`src/rtl/fifo_pkg.sv`:
```
// Shared definitions for the asynchronous FIFO: default widths, read-side FSM
// encoding and the binary-to-Gray helper.
package fifo_pkg;

  localparam int ADDR_W_DEF = 4;
  localparam int DATA_W_DEF = 8;

  typedef enum logic {
    ST_EMPTY = 1'b0,
    ST_VALID = 1'b1
  } rd_state_e;

  // The caller zero-extends the pointer into 32 bits and truncates the result.
  function automatic logic [31:0] b2g(input logic [31:0] bin);
    return bin ^ (bin >> 1);
  endfunction

endpackage

```
`src/rtl/g2b.sv`:
```
// Gray-to-binary decoder. Each binary bit is the XOR of all Gray bits at or above it.
module g2b #(
  parameter int SIZE = 5
) (
  input  logic [SIZE-1:0] gray_i,
  output logic [SIZE-1:0] bin_o
);

  always_comb begin
    bin_o = '0;
    for (int i = 0; i < SIZE; i++) begin
      bin_o[i] = ^(gray_i >> i);
    end
  end

endmodule

```
`src/rtl/fifo_rd_ctrl.sv`:
```
// Read-side controller of the asynchronous FIFO: owns the read pointer, fetches words
// from the dual-port RAM and presents them as a first-word-fall-through valid/ready stream.
module fifo_rd_ctrl
  import fifo_pkg::*;
#(
  parameter int ADDR_W    = ADDR_W_DEF,
  parameter int DATA_W    = DATA_W_DEF,
  parameter int AE_THRESH = 2
) (
  input  logic              rclk,
  input  logic              rrst_n,
  input  logic [ADDR_W:0]   wptr_gray_s,
  output logic [ADDR_W-1:0] ram_raddr,
  output logic              ram_ren,
  input  logic [DATA_W-1:0] ram_rdata,
  output logic [DATA_W-1:0] dout,
  output logic              dout_valid,
  input  logic              dout_ready,
  output logic [ADDR_W:0]   rptr_gray,
  output logic [ADDR_W:0]   rd_level,
  output logic              almost_empty,
  output logic              ptr_err
);

  localparam int PW = ADDR_W + 1;
  localparam logic [PW-1:0] DEPTH_P = {1'b1, {ADDR_W{1'b0}}};
  localparam logic [PW-1:0] AE_P    = PW'(AE_THRESH);

  rd_state_e     state_q, state_d;
  logic [PW-1:0] rbin_q, rbin_d;
  logic [PW-1:0] rptr_gray_q;
  logic [PW-1:0] rd_level_q;
  logic          almost_empty_q;
  logic          ptr_err_q;

  logic [PW-1:0] wbin;
  logic [PW-1:0] level;
  logic [PW-1:0] level_post;
  logic          avail;
  logic          ren;

  g2b #(.SIZE(PW)) u_wptr_g2b (
    .gray_i (wptr_gray_s),
    .bin_o  (wbin)
  );

  // Modulo subtraction handles pointer wrap; a write landing in the same cycle as a
  // read is already folded into wbin.
  assign level = wbin - rbin_q;
  assign avail = (level != '0);

  // NOTE: every always_comb output gets a default before the case, so no path can leave
  // a signal unassigned and infer a latch.
  always_comb begin
    state_d = state_q;
    ren     = 1'b0;
    unique case (state_q)
      ST_EMPTY: begin
        if (avail) begin
          ren     = 1'b1;
          state_d = ST_VALID;
        end
      end
      ST_VALID: begin
        if (dout_ready) begin
          if (avail) ren = 1'b1;
          else       state_d = ST_EMPTY;
        end
      end
      default: state_d = ST_EMPTY;
    endcase
    rbin_d = ren ? rbin_q + PW'(1) : rbin_q;
  end

  assign level_post = level - PW'(ren);

  // NOTE: state registers use non-blocking assignments so every flop samples the
  // pre-edge values and simulation matches the synthesised hardware.
  always_ff @(posedge rclk or negedge rrst_n) begin
    if (!rrst_n) begin
      state_q        <= ST_EMPTY;
      rbin_q         <= '0;
      rptr_gray_q    <= '0;
      rd_level_q     <= '0;
      almost_empty_q <= 1'b1;
      ptr_err_q      <= 1'b0;
    end else begin
      state_q        <= state_d;
      rbin_q         <= rbin_d;
      rptr_gray_q    <= PW'(b2g(32'(rbin_d)));
      rd_level_q     <= level_post;
      almost_empty_q <= (level_post <= AE_P);
      ptr_err_q      <= ptr_err_q | (level > DEPTH_P);
    end
  end

  // While reset is held the FSM sits in EMPTY, yet a stale write pointer may still look
  // non-empty; gating with rrst_n keeps the RAM idle until release.
  assign ram_ren      = ren & rrst_n;
  assign ram_raddr    = rbin_q[ADDR_W-1:0];
  assign dout         = ram_rdata;
  assign dout_valid   = (state_q == ST_VALID);
  assign rptr_gray    = rptr_gray_q;
  assign rd_level     = rd_level_q;
  assign almost_empty = almost_empty_q;
  assign ptr_err      = ptr_err_q;

endmodule

```
`config.mk`:
```
export PLATFORM = sky130hd
export DESIGN_NAME = fifo_rd_ctrl
export DESIGN_NICKNAME = d
export VERILOG_FILES = /design/src/rtl/fifo_pkg.sv /design/src/rtl/g2b.sv /design/src/rtl/fifo_rd_ctrl.sv
export SDC_FILE = /design/constraint.sdc
export NUM_CORES = 1
export LEC_CHECK = 0
export CAP_MARGIN = 20
export CORE_MARGIN = 2
export CORE_UTILIZATION = 35
export DETAILED_ROUTE_END_ITERATION = 16
export GPL_ROUTABILITY_DRIVEN = 0
export HOLD_SLACK_MARGIN = 0.15
export PLACE_DENSITY = 0.66
export SLEW_MARGIN = 25
export SYNTH_ARGS = -nofsm -noshare
export SYNTH_HDL_FRONTEND = slang
export SYNTH_HIERARCHICAL = 1
export SYNTH_SLANG_ARGS = --single-unit
```
`constraint.sdc`:
```
create_clock -name rclk -period 5.2 [get_ports rclk]
set_input_delay 1.04 -clock rclk [delete_from_list [all_inputs] [get_ports rclk]]
set_output_delay 1.04 -clock rclk [all_outputs]
set_load 0.02 [all_outputs]
```
==> flow_summary_export.csv <==
group,metric,value,unit
run_status,status,"completed",
setup_path,r2r-end,"almost_empty",
sta,relSlewSlack,74.0,%
sta,fin_crit,5.03,ns
setup_path,crit_end,"ram_ren",
floorplanning,die_w,59.9,um
clock_tree,path_clk_slew,0.09,ns
sta,finalHoldViolCount,0,
setup_path,crit_slowest_cell,"clkdlybuf4s50_1",
clock_tree,post_cts_buffers,0,
sta,max_freq,0.199,GHz
setup_path,critPathKind,"in -> out",
final_layout,fin_util,46.3,%
route,drc_errors,0,
floorplanning,fp-row-count,20,
final_layout,regArea,427,um2
setup_path,crit_family,"XOR/XNOR gates",
sta,tns,0,ns
global_route,grt_max_degree,19,
route,postRouteAntennaNets,0,
placement,hpwl,1530,um
worst_hold_path,worstHoldPathType,"reg -> reg",
yosys,synth_top_area_share,36.6,%
route,via_count,725,
power,power_density,718,nW/um2
yosys,synth_common_cells,"16 x dfrtp_1, 9 x buf_4, 9 x xnor2_1, 9 x xor2_1",
setup_path,reg2regPathDepth,13,
setup_path,worstPathArrival,3.99,ns
route,routedWlPerCell,12.0,um
global_route,grt_pass1_vias,763,
floorplanning,io_pins,42,
yosys,synth_cells,98,
power,vdd_ir_drop_max,0.189,mV
setup_path,cp-start-kind,"input pin",
clock_tree,h-tree-depth,1,
yosys,ys.flop_type,"dfrtp_1",
sta,clock_skew,0.00447,ns
final_layout,stdcell_area,1390,um2
placement,place_area,1360,um2
worst_hold_path,hold_depth,1,
route,via_per_inst,4.62,
setup_path,r2r_start,"rbin_q[0]",
yosys,synth_cell_types,33,
clock_tree,clk_latency,0.28,ns
clock_tree,clockBufferDepth,2,
yosys,synth_edf_count,0,
setup_path,critPathRequiredTime,4.16,ns
global_route,overflow,0,
yosys,ys_ff_latch,17,
yosys,syn-num-nets,122,
setup_path,cp.depth,12,
yosys,avgSynthCellArea,11.2,um2
yosys,ys_warn_count,6,
placement,post-place-ws,-0.107,ns
yosys,synth_area,1090,um2
clock_tree,cts_tree,"yes",
sta,setup_viol_count_final,0,
setup_path,rrSetupSlack,2.10,ns
setup_path,worstPathCellList,"clkdlybuf4s50_1, xor3_2, xor3_1, inv_1, ha_1, fa_1, xor2_2, nand4b_1, mux2i_4, a21boi_2, and2_1, dlygate4sd2_1",
final_layout,nets,149,
floorplanning,core_area,3000,um2
final_layout,drive_above_1_share,13.7,%
global_route,track_usage,12.1,%
yosys,yosysMostFrequentCell,"dfrtp_1",
setup_path,path_buf_inv,3,
power,power,0.997,mW
yosys,seq_area_frac_synth,39.0,%
clock_tree,cts_inserted_buffers,3,
sta,period_share,96.7,%
clock_tree,clock_tree.root_cell,"clkbuf_4",
yosys,yosysTopAreaCell,"dfrtp_1",
setup_path,cp-end-kind,"primary output",
clock_tree,cts.sinks,17,
final_layout,fill_cells,290,
route,drt-total-wl,1880,um
global_route,antenna_found_initial,0,
flow_run,maxCapViolCount,0,
yosys,synth-async-reset-ratio,100,%
yosys,yosys-top-cells-area,"dfrtp_1 37%, ha_1 8.0%, xnor2_1 7.2%",
floorplanning,dieArea,3590,um2
sta,maxSlewViolCount,0,
sta,layout_setup_ws,0.170,ns
sta,rsz0062_at_grt,"no",
setup_path,path_max_fanout,3,
final_layout,diodes,0,
route,firstDrtPassIters,4,
setup_path,slowest_delay,0.48,ns
power,leakagePower,0.630,nW
floorplanning,start_util,36.5,%
route,drtIter0Drc,14,
global_route,grt_first_pass_wirelength,3230,um
placement,portBuffers,25,
floorplanning,die_h,59.9,um
final_layout,multi_input_comb_area,559,um2
sta,tightest_slew,0.379,ns
setup_path,crit_start,"wptr_gray_s[3]",
final_layout,area.growth.synth_to_final,26.9,%
## layout make-up
type / count / share of cell area (%)
Sequential cell: 17 / 30.7
Timing Repair Buffer: 33 / 22.3
Tap cell: 33 / 2.97
Clock buffer: 4 / 1.89
Inverter: 7 / 1.89
Multi-Input combinational cell: 63 / 40.3
## kinds of logic (layout without fill, tap and decap cells)
kind of cell / count (synthesis) / after routing / share of synthesized area, %
DFF: 17 / 17 / 39.0
AOI/OAI and AO/OA: 9 / 9 / 5.60
muxes: 3 / 3 / 3.89
and+or+nand+nor: 21 / 21 / 9.94
buffers and inverters: 18 / 44 / 9.94
xor gates and xnor gates: 22 / 22 / 21.8
adders and majority gates: 8 / 8 / 9.83
## through the flow
step           hold WS (ns)  std cells
2_1_floorplan         0.592         98
4_1_cts               0.495        157
3_3_place_gp          0.466        153
3_5_place_dp          0.469        153
6_report              0.484        157
5_1_grt               0.527        157
## layer usage
metal	GRT usage, %	part of all wire (%)	up-vias
met5	0	0	-
met4	8.25	2.2	0
met3	0.866	4.6	4
met2	21.0	49	18
met1	14.2	45	338
li1	-	-	365
## registers in the layout, indices dropped and copies added, names as in the netlist
signal,cells
rptr_gray,4
ptr_err,1
dout_valid,1
almost_empty,1
rbin_q,5
rd_level,5
## worst min-delay path by stage
stage	from	endpoint	slack (ns)
4_1_cts	ptr_err	ptr_err	0.49
5_1_grt	ptr_err	ptr_err	0.53
2_1_floorplan	ptr_err	ptr_err	0.59
3_5_place_dp	ptr_err	ptr_err	0.47
3_3_place_gp	ptr_err	ptr_err	0.47
6_report	ptr_err	ptr_err	0.48
## timing repair
item,4_1_cts,5_1_grt
hold endpoints to repair,0,0
resized for setup,1,0
pin swaps,0,1
hold buffers,0,0
setup endpoints to repair,1,1
## report_power, final
group	leakage (nW)	internal (mW)	total, mW	switching [mW]
clock network	0.0150	0.0298	0.0694	0.0397
logic	0.423	0.340	0.681	0.341
registers	0.192	0.200	0.247	0.0471
## cells in the final DEF, fill, tap and decap left out, drive strengths merged, types with 2 or more instances in the layout
master | Yosys | layout
a21oi | 3 | 3
buf | 10 | 8
clkbuf | 1 | 4
clkdlybuf4s50 | 0 | 24
dfrtp | 16 | 16
ha | 7 | 7
inv | 7 | 7
mux2i | 3 | 3
nand2 | 7 | 7
nand2b | 2 | 2
nand3 | 3 | 3
nor2 | 3 | 3
o21ai | 2 | 2
xnor2 | 10 | 10
xor2 | 10 | 10
xor3 | 2 | 2
Power figures use the tool's default switching activity.
==> variant 1, RTL diff (same flow settings) <==
Register the output `rd_level` once more, with the module's reset; this adds one clock of latency there. The other outputs are not delayed to match.
--- a/src/rtl/fifo_rd_ctrl.sv
+++ b/src/rtl/fifo_rd_ctrl.sv
@@ -102,5 +102,11 @@
   assign dout_valid   = (state_q == ST_VALID);
   assign rptr_gray    = rptr_gray_q;
-  assign rd_level     = rd_level_q;
+  always_ff @(posedge rclk or negedge rrst_n) begin
+    if (!rrst_n) begin
+      rd_level <= '0;
+    end else begin
+      rd_level <= rd_level_q;
+    end
+  end
   assign almost_empty = almost_empty_q;
   assign ptr_err      = ptr_err_q;
Function: changed (Yosys sat finds a counterexample within 4 cycles, from zero or initial values and one cycle with rrst_n low).
==> variant 1 against the original RTL <==
Total power grew 14%. Hold slack lost 0.12 ns. Sequential cell count grew 5. Clock power up 87%. Synthesized area grew 11%. Non-clock buffer count is the same. Final area up 12%. Wire length rose by 9.7%. Worst setup slack improved by 0.0044 ns. Via count up 8.1%. Largest cell class unchanged. Highest routed layer unchanged.
==> variant 1: results <==
{
  "status": "completed",
  "synthTopCellsByArea": "dfrtp_1 (43%), ha_1 (7.2%), xnor2_1 (6.5%)",
  "nFillCells": 301,
  "yosysMostFrequentCell": "dfrtp_1",
  "cp_max_fo": 3,
  "switching_power_uw": 459,
  "grt_use_total": 0.117,
  "cts.clk_slew.worst_paths_ns": 0.12,
  "clock_latency_ns": 0.31,
  "dp_cells": 171,
  "vdd.ir_drop.worst_mv": 0.162,
  "synthTopCellsByCount": "dfrtp_1 (21), buf_4 (9), xnor2_1 (9), xor2_1 (9)",
  "cellLeakagePower_uw": 0.000701,
  "via_per_inst": 4.48,
  "critical_path.max_stage_delay_ns": 0.48,
  "grt_use_met1": 0.133,
  "first_pass_iters": 3,
  "fin_nets": 154,
  "num_antenna_cells": 0,
  "finClkSkew_ns": 0.00121,
  "drv_cap": 0,
  "slew_headroom": 0.762,
  "wl_per_cell_um": 11.8,
  "hold_ws_ns": 0.362,
  "hold_depth": 0,
  "synth_mux_area_frac": 0.0349,
  "use_met3": 0.0252,
  "synth_nets": 127,
  "antenna_found_initial": 0,
  "yosysWarnings": 6,
  "synth-async-reset-ratio": 1.00,
  "synthCells": 103,
  "grt_max_degree": 24,
  "synth_fa_ha_area_frac": 0.0882,
  "dr_total_vias": 784,
  "rrSetupSlack_ns": 2.12,
  "rr_startpoint": "rbin_q[0]$_DFF_PN0_",
  "numCtsBuffers": 3,
  "port_buffers": 25,
  "largestRegisters": "rbin_q x5, rd_level x5, rd_level_q x5",
  "critPathLaunch": "wptr_gray_s[3]",
  "crit_arrival_ns": 3.99,
  "synth_compound_area_frac": 0.0503,
  "min_from": "rd_level_q[2]$_DFF_PN0_",
  "grt_pass1_vias": 824,
  "rr_worst_depth": 13,
  "synth_top_flop_cell": "dfrtp_1",
  "drive_above_1_share": 0.140,
  "hold_path_class": "register to register",
  "min_to": "rd_level[2]$_DFF_PN0_",
  "yosysSeqAreaShare": 0.452,
  "post-place-ws_ns": -0.119,
  "synth_xor_area_frac": 0.196,
  "drt_iter0_markers": 1,
  "cts_buffer_depth": 2,
  "grt_pass1_wl_um": 3590,
  "use_met2": 0.197,
  "place_hpwl_um": 1610
}
## variant 1: how the worst max path moves through the flow
stage / slack, ns / cells past startpoint / to
6_report: 0.17 / 12 / ram_ren
5_1_grt: 0.02 / 12 / ram_ren
4_1_cts: 0.14 / 12 / ram_ren
3_5_place_dp: -0.12 / 12 / ram_ren
3_3_place_gp: -0.03 / 12 / ram_ren
2_1_floorplan: 0.78 / 11 / ram_ren
## variant 1: worst max-delay path, delay by kind of cell
kind	cells	cell delay [ns]
AOI/OAI and AO/OA	2	0.37
xor gates and xnor gates	3	0.80
adders and majority gates	2	0.62
buffers and inverters	3	0.86
and+or+nand+nor	2	0.30
## variant 1: timing repair
action                     4_1_cts  5_1_grt
hold buffers                     0        0
setup endpoints to repair        1        1
pin swaps                        0        1
resized for setup                1        0
## variant 1: per-layer routing
layer | vias up | share of wire
li1 | 385 | -
met1 | 368 | 0.44
met2 | 26 | 0.46
met3 | 5 | 0.071
met4 | 0 | 0.031
met5 | - | 0
## variant 1: power groups by stage
stage | Clock, uW | Combinational (uW) | Sequential (uW)
floorplan | 0 | 394 | 376
global placement | 0 | 681 | 315
detailed placement | 0 | 696 | 317
CTS | 132 | 701 | 313
global route | 142 | 757 | 322
finish | 130 | 693 | 311
## variant 1: cell type report
class,count,area [um2],area share
multi-input cells,63,559,0.359
repair buffers,33,309,0.199
well taps,46,57.6,0.0370
clock buffers,3,22.5,0.0145
clock inverters,1,30.0,0.0193
inverters,7,26.3,0.0169
flip-flops and latches,22,552,0.355
## variant 1: cell families (layout without fill, tap and decap cells)
family	after synthesis	after routing
AO/OA/AOI/OAI	9	9
buffers and inverters	18	44
multiplexers	3	3
XOR/XNOR	22	22
flip-flops	22	22
adder cells (fa/ha/maj)	8	8
AND/OR/NAND/NOR	21	21
## variant 1: through the flow
| step | util | instance area [um2] |
|---|---|---|
| finish | 0.466 | 1560 |
| global route | 0.466 | 1560 |
| CTS | 0.466 | 1560 |
| detailed placement | 0.451 | 1510 |
| global placement | 0.451 | 1510 |
| floorplan | - | 1220 |
==> variant 2, RTL diff (config.mk and constraints unchanged) <==
Without the edit above. `DATA_W_DEF`: 8 -> 10.
--- a/src/rtl/fifo_pkg.sv
+++ b/src/rtl/fifo_pkg.sv
@@ -4,5 +4,5 @@
 
   localparam int ADDR_W_DEF = 4;
-  localparam int DATA_W_DEF = 8;
+  localparam int DATA_W_DEF = 10;
 
   typedef enum logic {
Ports: changed (resized dout and ram_rdata); port bits go from 42 to 46. No check against the original RTL was run, so the function may have changed too.
==> variant 2 against the original RTL <==
Worst setup slack gained 0.0083 ns. Synthesized cell count grew 2.0%. Maximum frequency grew 0.17%. Final area grew 1.1%. Register-to-register slack gained 0.03 ns. Core utilization grew 0.11 points. Synthesized area grew 1.4%. Sequential cell count is the same. Largest power group unchanged. Wire length grew 5.6%. Total power grew 0.85%. Critical path type unchanged. Combinational power grew 0.6%. Hold slack gained 0.0038 ns.
==> variant 2: results <==
{
  "status": "completed",
  "synth_compound_area_frac": 0.0552,
  "pwr-share-comb": 0.681,
  "vdd.ir_drop.worst_mv": 0.166,
  "use_met2": 0.216,
  "grt_use_met1": 0.143,
  "finClkSkew_ns": 0.00356,
  "synth_xor_area_frac": 0.215,
  "cellLeakagePower_uw": 0.000632,
  "dr_total_vias": 736,
  "synth_fa_ha_area_frac": 0.0970,
  "slew_headroom": 0.758,
  "fin_nets": 151,
  "yosysSeqAreaShare": 0.384,
  "rrSetupSlack_ns": 2.13,
  "swShare": 0.435,
  "grt_pass1_wl_um": 3260,
  "grt_use_total": 0.124,
  "drt_iter0_markers": 22,
  "nFillCells": 291,
  "synthTopCellsByCount": "dfrtp_1 (16), buf_4 (11), xnor2_1 (9), xor2_1 (9)",
  "place_hpwl_um": 1580,
  "crit_arrival_ns": 3.98,
  "synth_nets": 126,
  "hold_ws_ns": 0.488,
  "wl_per_cell_um": 11.8,
  "use_met3": 0.00866,
  "grt_pass1_vias": 760,
  "synthTopCellsByArea": "dfrtp_1 (36%), ha_1 (7.9%), buf_4 (7.4%)",
  "drive_above_1_share": 0.145
}
[variant 2: metal layers]
layer | vias up | share of wire
li1 | 367 | -
met1 | 345 | 0.42
met2 | 20 | 0.51
met3 | 4 | 0.040
met4 | 0 | 0.028
met5 | - | 0
[variant 2: path summary, 6_finish.rpt]
path / from / to / cells after the start
hold / removal: ptr_err$_DFF_PN0_ / ptr_err$_DFF_PN0_ / 1
max in group asynchronous: rrst_n / almost_empty$_DFF_PN1_ / 2
min in group asynchronous: rrst_n / rptr_gray[3]$_DFF_PN0_ / 2
hold reg to reg: ptr_err$_DFF_PN0_ / ptr_err$_DFF_PN0_ / 1
setup / recovery: wptr_gray_s[3] / ram_ren / 12
setup reg to reg: rbin_q[0]$_DFF_PN0_ / almost_empty$_DFF_PN1_ / 13
[variant 2: metrics by stage]
step / instance area, um2 / cells / power [uW] / worst slack (ns)
after global placement: 1380 / 164 / 930 / -0.0339
after floorplan: 1110 / 100 / 710 / 0.782
after global routing: 1400 / 168 / 1110 / 0.0207
after CTS: 1400 / 168 / 1020 / 0.126
final: 1400 / 168 / 1010 / 0.178
after detailed placement: 1380 / 164 / 948 / -0.0981
[variant 2: layout make-up]
class,instances,share of cell area
multi-input combinational,63,0.398
sequential,17,0.304
timing repair buffer,33,0.220
tap,44,0.0392
inverter,7,0.0187
clock buffer,3,0.0160
clock inverter,1,0.00357
[variant 2: what timing repair did]
action / in CTS / in global routing
pin swaps: 0 / 1
gates resized for setup: 1 / 0
cloned: 0 / 0
setup endpoints to repair: 1 / 1
[variant 2: cells by family (layout without fill, tap and decap cells)]
kind of cell / count (synthesis) / in the layout
adders and majority gates: 8 / 8
buffers and inverters: 20 / 44
muxes: 3 / 3
xor gates and xnor gates: 22 / 22
DFF: 17 / 17
AOI/OAI and AO/OA: 9 / 9
and+or+nand+nor: 21 / 21
